## src/rtl/node_fanout_tx.sv

```systemverilog
// Single-input, multi-destination transmit buffer: each stored word carries a port mask
// and retires only after every masked neighbour port has taken it.
//
// state      | meaning
// -----------+-----------------------------------------------
// ST_EMPTY   | no words held, out_valid all low
// ST_PARTIAL | at least one word held, room for more
// ST_FULL    | DEPTH words held, in_ready low
module node_fanout_tx #(
    parameter int WIDTH = 4,
    parameter int DEPTH = 2,
    parameter int NDEST = 4
) (
    input  logic                       clk,
    input  logic                       rst,
    input  logic [WIDTH-1:0]           in_data,
    input  logic [NDEST-1:0]           in_dest,
    input  logic                       in_valid,
    output logic                       in_ready,
    output logic [WIDTH-1:0]           out_data,
    output logic [NDEST-1:0]           out_valid,
    input  logic [NDEST-1:0]           out_ready,
    output logic [$clog2(DEPTH):0]     occupancy,
    output logic [7:0]                 drop_cnt
);

    localparam int AW = $clog2(DEPTH);
    localparam int OW = AW + 1;

    typedef enum logic [1:0] {
        ST_EMPTY   = 2'd0,
        ST_PARTIAL = 2'd1,
        ST_FULL    = 2'd2
    } status_t;

    status_t          state;
    status_t          state_next;

    logic [WIDTH-1:0] mem_data [DEPTH];
    logic [NDEST-1:0] mem_mask [DEPTH];
    logic [AW-1:0]    wr_ptr;
    logic [AW-1:0]    rd_ptr;
    logic [OW-1:0]    occ_q;
    logic [7:0]       drop_q;
    logic [NDEST-1:0] sent;

    logic             empty;
    logic             push;
    logic             store;
    logic             drop;
    logic             retire;
    logic [NDEST-1:0] head_mask;
    logic [NDEST-1:0] hs;

    assign empty     = (state == ST_EMPTY);
    assign in_ready  = !rst && (state != ST_FULL);
    assign push      = in_valid && in_ready;
    assign store     = push && (in_dest != '0);
    assign drop      = push && (in_dest == '0);
    assign head_mask = mem_mask[rd_ptr];

    // Outputs are forced to their idle values for the whole reset window.
    assign out_valid = (rst || empty) ? '0 : (head_mask & ~sent);
    assign out_data  = (rst || empty) ? '0 : mem_data[rd_ptr];
    assign occupancy = rst ? '0 : occ_q;
    assign drop_cnt  = rst ? '0 : drop_q;

    assign hs     = out_valid & out_ready;
    assign retire = !rst && !empty && ((sent | hs) == head_mask);

    always_ff @(posedge clk) begin
        if (store) begin
            mem_data[wr_ptr] <= in_data;
            mem_mask[wr_ptr] <= in_dest;
        end
    end

    always_ff @(posedge clk) begin
        if (rst) begin
            state  <= ST_EMPTY;
            occ_q  <= '0;
            wr_ptr <= '0;
            rd_ptr <= '0;
            sent   <= '0;
            drop_q <= '0;
        end else begin
            state <= state_next;
            if (store) begin
                wr_ptr <= wr_ptr + 1'b1;
            end
            if (retire) begin
                rd_ptr <= rd_ptr + 1'b1;
                sent   <= '0;
            end else begin
                sent <= sent | hs;
            end
            case ({store, retire})
                2'b10:   occ_q <= occ_q + 1'b1;
                2'b01:   occ_q <= occ_q - 1'b1;
                default: occ_q <= occ_q;
            endcase
            if (drop && (drop_q != 8'hFF)) begin
                drop_q <= drop_q + 8'd1;
            end
        end
    end

    always_comb begin
        state_next = state;
        if (store && !retire) begin
            state_next = (occ_q == OW'(DEPTH - 1)) ? ST_FULL : ST_PARTIAL;
        end else if (retire && !store) begin
            state_next = (occ_q == OW'(1)) ? ST_EMPTY : ST_PARTIAL;
        end
    end

endmodule
```

## config.mk

```make
export PLATFORM = sky130hd
export DESIGN_NAME = node_fanout_tx
export DESIGN_NICKNAME = d
export VERILOG_FILES = /design/src/rtl/node_fanout_tx.sv
export SDC_FILE = /design/constraint.sdc
export NUM_CORES = 1
export LEC_CHECK = 0
export CAP_MARGIN = 20
export CORE_MARGIN = 2
export CORE_UTILIZATION = 45
export DETAILED_ROUTE_END_ITERATION = 12
export PLACE_DENSITY = 0.75
export SLEW_MARGIN = 20
export SYNTH_ARGS = -nofsm -noshare
export SYNTH_HDL_FRONTEND = slang
export SYNTH_SLANG_ARGS = --single-unit
```

## constraint.sdc

```tcl
create_clock -name clk -period 2.1 [get_ports clk]
set_input_delay 0.21 -clock clk [delete_from_list [all_inputs] [get_ports clk]]
set_output_delay 0.21 -clock clk [all_outputs]
set_load 0.1 [all_outputs]
```

==> summary.log <==
INFO  synthesis      synth_fp_nets=177
INFO  sta            slew_headroom=54.38%
INFO  cts            cts_root_buf=sky130_fd_sc_hd__clkbuf_4
INFO  sta            rsz0062_at_grt=yes
INFO  synthesis      synth.cells.most_frequent=sky130_fd_sc_hd__nor2_1, sky130_fd_sc_hd__dfxtp_1, sky130_fd_sc_hd__edfxtp_1
INFO  cts            cts.hold.buffers_added=0
INFO  pwr            power.total=1.364mW
INFO  route          first_pass_iters=4
INFO  route          drc_errors_left=0
INFO  finish         area.growth.synth_to_final=50.46%
INFO  sta            finalHoldViolCount=0
INFO  setup_path     critical_path.max_stage_delay=0.40ns
INFO  die            row_count=21
INFO  synthesis      synth.cell_area=1619µm²
INFO  finish         antenna_cells=0
INFO  flow_run       timing.max_cap.violations=0
INFO  pwr            seq_power_share=54.9%
INFO  grt            grt.total_usage=18.84%
INFO  cts            cts_buffers=5
INFO  hold_path      worst_hold_path_type=input port to flop
INFO  cts            cts_sinks=35
INFO  pwr            total_net_switching_power=0.3639mW
INFO  setup_path     cpLargestDelayFamily=multiplexers
INFO  setup_path     arrival_time_worst_endpoint=2.23ns
INFO  grt            gr-total-overflow=0
INFO  pwr            intPower=1.000mW
INFO  setup_path     worstSetupEndpointType=flop
INFO  die            die_y=63.98µm
INFO  cts            clk_transition_reported_paths=0.10ns
INFO  die            die_area=4093µm²
INFO  synthesis      async_reset_ff_share=0%
INFO  finish         instances_no_fill=253
INFO  synthesis      synth.most_common_cell=sky130_fd_sc_hd__nor2_1
INFO  grt            initial_antenna_violation_count=0
INFO  finish         share_of_layout_cells_above_drive_strength_1=30.43%
INFO  finish         nets=225
INFO  run_status     status=finished clean
INFO  synthesis      synth_enable_flop_cells=16
INFO  placement      pre_cts_slack=-0.2287ns
INFO  synthesis      synth-main-ff-cell=sky130_fd_sc_hd__dfxtp_1
INFO  synthesis      ys_types=31
INFO  pwr            netSwitchingFraction=26.67%
INFO  route          vias=1302
INFO  placement      hpwl=2550µm
INFO  pwr            p_comb_share=17.8%
INFO  cts            htree_levels=2
INFO  grt            grt_max_degree=30
INFO  sta            minimum_clock_period=2.016ns
INFO  setup_path     worstPathRequired=2.32ns
INFO  synthesis      ys_top_cells_by_area=sky130_fd_sc_hd__edfxtp_1, sky130_fd_sc_hd__dfxtp_1, sky130_fd_sc_hd__nor2_1
INFO  finish         fillerInstances=233
INFO  sta            final-max-slew-violation-count=0
INFO  synthesis      synth_largest_area_cell=sky130_fd_sc_hd__edfxtp_1
INFO  die            initial_utilization=47.77%
INFO  placement      numPortBuffers=33
INFO  synthesis      warning_count_from_the_yosys_run=0
INFO  sta            fin_crit_sh=96.01%
INFO  finish         final_core_util=71.87%
INFO  setup_path     critical_path.startpoint_type=flop
INFO  sta            setup_slack_of_the_critical_path_after_layout=0.08371ns
INFO  setup_path     crit_path_cell_trace=mux2i_4 -> mux2i_1 -> nand4_1 -> nor3_4 -> ha_2 -> a21oi_1 -> nor2_1
INFO  setup_path     max_fanout_on_critical_path=7
INFO  pwr            power_leakage=0.8668nW
INFO  pwr            vdd_drop_max=0.4184mV
INFO  synthesis      post_synth_inst_count=158
INFO  sta            finalHoldWorstSlack=0.4541ns
INFO  route          starting_drc_count_in_detailed_routing=71
INFO  sta            worst_clock_skew_on_the_final_layout=0.01297ns
INFO  synthesis      synthesis.area_per_instance=10.25µm²
INFO  setup_path     reg2reg_slack=0.08ns
INFO  die            chipWidth=63.98µm
INFO  die            design.portCount=34
INFO  cts            cts_tree=done
INFO  sta            worstMarginPinSlew=0.6818ns
INFO  synthesis      yosys.area.top_type_share=29.68%
INFO  setup_path     criticalPathCategory=flop to flop
INFO  die            core_region_area=3390µm²
INFO  pwr            power_per_cell_area=560.0nW/µm²
INFO  sta            setup_violations=0
INFO  synthesis      synth.ff_latch_count=35
INFO  grt            first_pass_grt_wire_length=5830µm
INFO  route          avgViaCountPerCell=5.146
INFO  setup_path     worst_path_max_delay_cell=sky130_fd_sc_hd__dfxtp_4
INFO  route          wl=3436µm
INFO  placement      placed_cells=243
INFO  route          detail-route-antenna-nets=0
INFO  synthesis      yosysSeqAreaShare=53.17%
INFO  grt            first_global_vias=1254
INFO  setup_path     critPathBufInv=0
INFO  cts            clock_insertion_delay_at_the_later_pin_of_the_skew_report=0.34ns
INFO  cts            clock_tree.buffer_depth=2
INFO  placement      gp_congestion=0.7700
INFO  route          detail_route.wl_per_cell=13.58µm
INFO  sta            achievable-frequency=496.0MHz
INFO  pwr            power.clock.fraction=27.3%
[sequential cells by signal, summed over array words and instances, names as in the netlist, named ones only]
| name | count |
|---|---|
| drop_q | 8 |
| mem_data | 8 |
| mem_mask | 8 |
| occ_q | 2 |
| rd_ptr | 1 |
| sent | 4 |
| state | 2 |
| wr_ptr | 1 |
[layout make-up]
| type | instances | area [µm²] | area share (%) |
|---|---|---|---|
| tap | 46 | 57.56 | 2.363 |
| clock inverter | 1 | 3.754 | 0.1541 |
| inverter | 7 | 26.28 | 1.079 |
| clock buffer | 7 | 55.05 | 2.260 |
| timing repair buffer | 48 | 636.9 | 26.14 |
| multi-input combinational | 109 | 792.0 | 32.51 |
| sequential | 35 | 864.6 | 35.49 |
[power by group through the flow]
stage / clock network, mW / logic, mW / registers (mW)
2_1_floorplan: 0 / 0.143 / 0.759
3_3_place_gp: 0 / 0.230 / 0.761
3_5_place_dp: 0 / 0.236 / 0.764
4_1_cts: 0.384 / 0.239 / 0.749
5_1_grt: 0.418 / 0.259 / 0.752
6_report: 0.372 / 0.243 / 0.749
[placed cells by master (no fill, tap or decap), types with 4 or more instances in the layout]
| master | count |
|---|---|
| sky130_fd_sc_hd__nand2_1 | 5 |
| sky130_fd_sc_hd__mux2i_1 | 7 |
| sky130_fd_sc_hd__inv_1 | 6 |
| sky130_fd_sc_hd__buf_4 | 14 |
| sky130_fd_sc_hd__dfxtp_1 | 18 |
| sky130_fd_sc_hd__edfxtp_1 | 16 |
| sky130_fd_sc_hd__nor3_2 | 4 |
| sky130_fd_sc_hd__clkbuf_4 | 5 |
| sky130_fd_sc_hd__nor3_1 | 7 |
| sky130_fd_sc_hd__buf_12 | 19 |
| sky130_fd_sc_hd__xnor2_1 | 7 |
| sky130_fd_sc_hd__clkdlybuf4s50_1 | 14 |
| sky130_fd_sc_hd__a21oi_1 | 8 |
| sky130_fd_sc_hd__nand3_1 | 4 |
| sky130_fd_sc_hd__nor2b_1 | 5 |
| sky130_fd_sc_hd__nor2_1 | 29 |
[cell families after synthesis]
logic type                 after synthesis  synth area share [%]
xor gates and xnor gates                 9                 4.869
DFF                                     35                 53.17
adders and majority gates                4                 3.091
AOI/OAI and AO/OA                       16                 6.105
muxes                                   11                 6.801
and+or+nand+nor                         69                 22.18
buffers and inverters                   14                 3.786
[layer usage]
| layer | track usage [%] | wire [µm] |
|---|---|---|
| met5 | 0 | 0 |
| met3 | 5.634 | 186 |
| met1 | 22.42 | 1458 |
| met4 | 8.152 | 74 |
| met2 | 31.38 | 1716 |
[worst paths after layout]
path | start | end | depth (start not counted)
worst max-delay path | flop | occ_q[1] | 7
worst min-delay path | in_data[1] | mem_data[0][1] | 1
worst max register to register | flop | occ_q[1] | 7
worst min register to register | rd_ptr | flop | 1
[metrics by stage]
| stage | instance area (µm²) | setup TNS (ns) |
|---|---|---|
| CTS | 2397 | 0 |
| global placement | 2328 | -1.236 |
| finish | 2436 | 0 |
| floorplan | 1704 | -1.238 |
| detailed placement | 2328 | -1.778 |
| global route | 2436 | -0.07251 |
[what timing repair did]
| action | CTS | global route |
|---|---|---|
| resized for setup | 3 | 4 |
| pin swaps | 1 | 1 |
| buffers inserted | 0 | 2 |
| endpoints found under the setup margin | 2 | 4 |
No activity file was read; power rests on OpenSTA's default activity.
==> RTL edit, RTL diff (config.mk and constraints unchanged) <==
Re-encode `status_t` (3 values) as one-hot, 3 bits wide.
--- a/src/rtl/node_fanout_tx.sv
+++ b/src/rtl/node_fanout_tx.sv
@@ -28,8 +28,8 @@
     localparam int OW = AW + 1;
 
-    typedef enum logic [1:0] {
-        ST_EMPTY   = 2'd0,
-        ST_PARTIAL = 2'd1,
-        ST_FULL    = 2'd2
+    typedef enum logic [2:0] {
+        ST_EMPTY   = 3'b001,
+        ST_PARTIAL = 3'b010,
+        ST_FULL    = 3'b100
     } status_t;
 
Function: no difference found for any inputs over 10 cycles, from zero or initial values and one cycle with rst high; not proved beyond that.
==> RTL edit against the unedited design <==
Setup slack improved by 0.015 ns; count of clock-buffer cells in the layout shrank 2; area after synthesis rose by 3.2%; sequential cell count increased by 1; non-clock buffer count rose by 7; maximum frequency increased by 0.75%; utilization increased by 0.65 points; synthesized cell count is 2.5% higher; design area grew 7.3%; via count up 3.5%; total power increased by 47%; wire length up 8.8%; highest routed layer unchanged.
==> RTL edit: results (changes against the unedited design) <==
INFO  metric synth_top_cells_by_count = sky130_fd_sc_hd__nor2_1 (30), sky130_fd_sc_hd__dfxtp_1 (20), sky130_fd_sc_hd__edfxtp_1 (16) (was sky130_fd_sc_hd__nor2_1 (30), sky130_fd_sc_hd__dfxtp_1 (19), sky130_fd_sc_hd__edfxtp_1 (16))
INFO  metric run_status = completed (unchanged)
INFO  metric n_antenna_cell = 0 (unchanged)
INFO  metric hpwlAfterDp = 2960 µm (was 2550 µm)
INFO  metric crit_fanout = 9 (was 7)
INFO  metric nNetsFinal = 237 (was 225)
INFO  metric via_per_inst = 5.07 (was 5.15)
INFO  metric hold_class = flip-flop to flip-flop (was input port to flip-flop)
INFO  metric synth_fp_nets = 182 (was 177)
INFO  metric clock_tree.root_cell = sky130_fd_sc_hd__clkbuf_8 (was sky130_fd_sc_hd__clkbuf_4)
INFO  metric postSynth.asyncResetShare = 0% (unchanged)
INFO  metric synth_cell_types = 34 (was 31)
INFO  metric port_buffers = 33 (unchanged)
INFO  metric slew-limit-headroom = 72.5% (was 54.4%)
INFO  metric clock_insertion_delay_worst_skew = 0.29 ns (was 0.34 ns)
INFO  metric critPathArrivalTime = 2.17 ns (was 2.23 ns)
INFO  metric wire_length_per_cell = 14.0 µm (was 13.6 µm)
INFO  metric number_of_global_route_vias_before_repair = 1348 (was 1254)
INFO  metric finalWeightedCongestion = 0.776 (was 0.770)
INFO  metric grt_start_max_net_pins = 17 (was 30)
INFO  metric track_usage = 19.4% (was 18.8%)
INFO  metric grt_first_pass_wirelength = 6150 µm (was 5830 µm)
INFO  metric max_incr_delay_on_cp = 0.43 ns (was 0.40 ns)
INFO  metric ys_dominant_reg_cell = sky130_fd_sc_hd__dfxtp_1 (unchanged)
INFO  metric drive_above_1_share = 32.1% (was 30.4%)
INFO  metric finClkSkew = 0.00421 ns (was 0.0130 ns)
INFO  metric number_of_detailed_routing_iterations_run_before_antenna_repair = 4 (unchanged)
INFO  metric cts.clk_slew.worst_paths = 0.07 ns (was 0.10 ns)
INFO  metric filler_cell_count = 236 (was 233)
INFO  metric drt_iter0_drc = 32 (was 71)
INFO  metric fin_worst_hold_slack = 0.467 ns (was 0.454 ns)
INFO  metric ir_drop = 565 µV (was 418 µV)
INFO  metric number_of_antenna_violations_at_the_first_check_in_global_routing = 0 (unchanged)
INFO  metric ys_seq_area_share = 52.7% (was 53.2%)
INFO  metric leakage = 0.978 nW (was 0.867 nW)
INFO  metric synth_top_cells_by_area = sky130_fd_sc_hd__edfxtp_1 (29%), sky130_fd_sc_hd__dfxtp_1 (24%), sky130_fd_sc_hd__mux2i_1 (7.8%) (was sky130_fd_sc_hd__edfxtp_1 (30%), sky130_fd_sc_hd__dfxtp_1 (23%), sky130_fd_sc_hd__nor2_1 (7.0%))
INFO  metric critPathTopFamily = multiplexers (unchanged)
==> RTL edit: layer usage <==
layer | routed length [µm] | vias up | track usage [%]
met5 | 0 | - | 0
met4 | 53 | 0 | 6.38
met3 | 184 | 5 | 5.56
met2 | 2010 | 32 | 34.4
met1 | 1490 | 640 | 22.4
li1 | - | 671 | -
==> RTL edit: area by class of cell <==
class | count | area, µm² | area share, %
Clock inverter | 3 | 90.1 | 3.44
Sequential cell | 36 | 885 | 33.8
Clock buffer | 5 | 68.8 | 2.63
Multi-Input combinational cell | 115 | 798 | 30.5
Tap cell | 48 | 60.1 | 2.30
Inverter | 4 | 15.0 | 0.574
Timing Repair Buffer | 55 | 698 | 26.7
==> RTL edit: final timing paths <==
check | startpoint | endpoint | cells past startpoint
setup / recovery | flip-flop | state[0]$_SDFFE_PP1P_ | 7
hold / removal | rd_ptr$_SDFFE_PP0P_ | rd_ptr$_SDFFE_PP0P_ | 1
setup reg to reg | flip-flop | state[0]$_SDFFE_PP1P_ | 7
hold reg to reg | rd_ptr$_SDFFE_PP0P_ | rd_ptr$_SDFFE_PP0P_ | 1
==> RTL edit: cells by family after synthesis <==
kind of cell / synth area share, %
xor gates and xnor gates: 4.19
AOI/OAI and AO/OA: 5.54
adders and majority gates: 3.74
DFF: 52.7
muxes: 9.13
buffers and inverters: 4.04
and+or+nand+nor: 20.7
==> RTL edit: power breakdown <==
group,switching [mW],total [mW],internal [mW]
Clock,0.242,0.836,0.594
Combinational,0.220,0.388,0.168
Sequential,0.0257,0.787,0.761
Total,0.488,2.01,1.52
==> RTL edit: repair_timing <==
item	in CTS	in global routing
resized for setup	2	4
pin swaps	0	2
setup endpoints to repair	5	6
hold buffers	0	0
buffers inserted	0	1
cloned	0	0
==> RTL edit: metrics by stage <==
step / setup TNS (ns) / instance area (µm²) / cells / setup slack, ns / total power, mW
after global placement: -0.450 / 2420 / 257 / -0.0435 / 1.17
after global routing: -0.00938 / 2620 / 266 / -0.00714 / 2.08
after CTS: 0 / 2580 / 265 / 0.0301 / 2.02
after detailed placement: -1.08 / 2420 / 257 / -0.156 / 1.18
final: 0 / 2620 / 266 / 0.0987 / 2.01
after floorplan: -1.54 / 1720 / 162 / -0.230 / 1.03
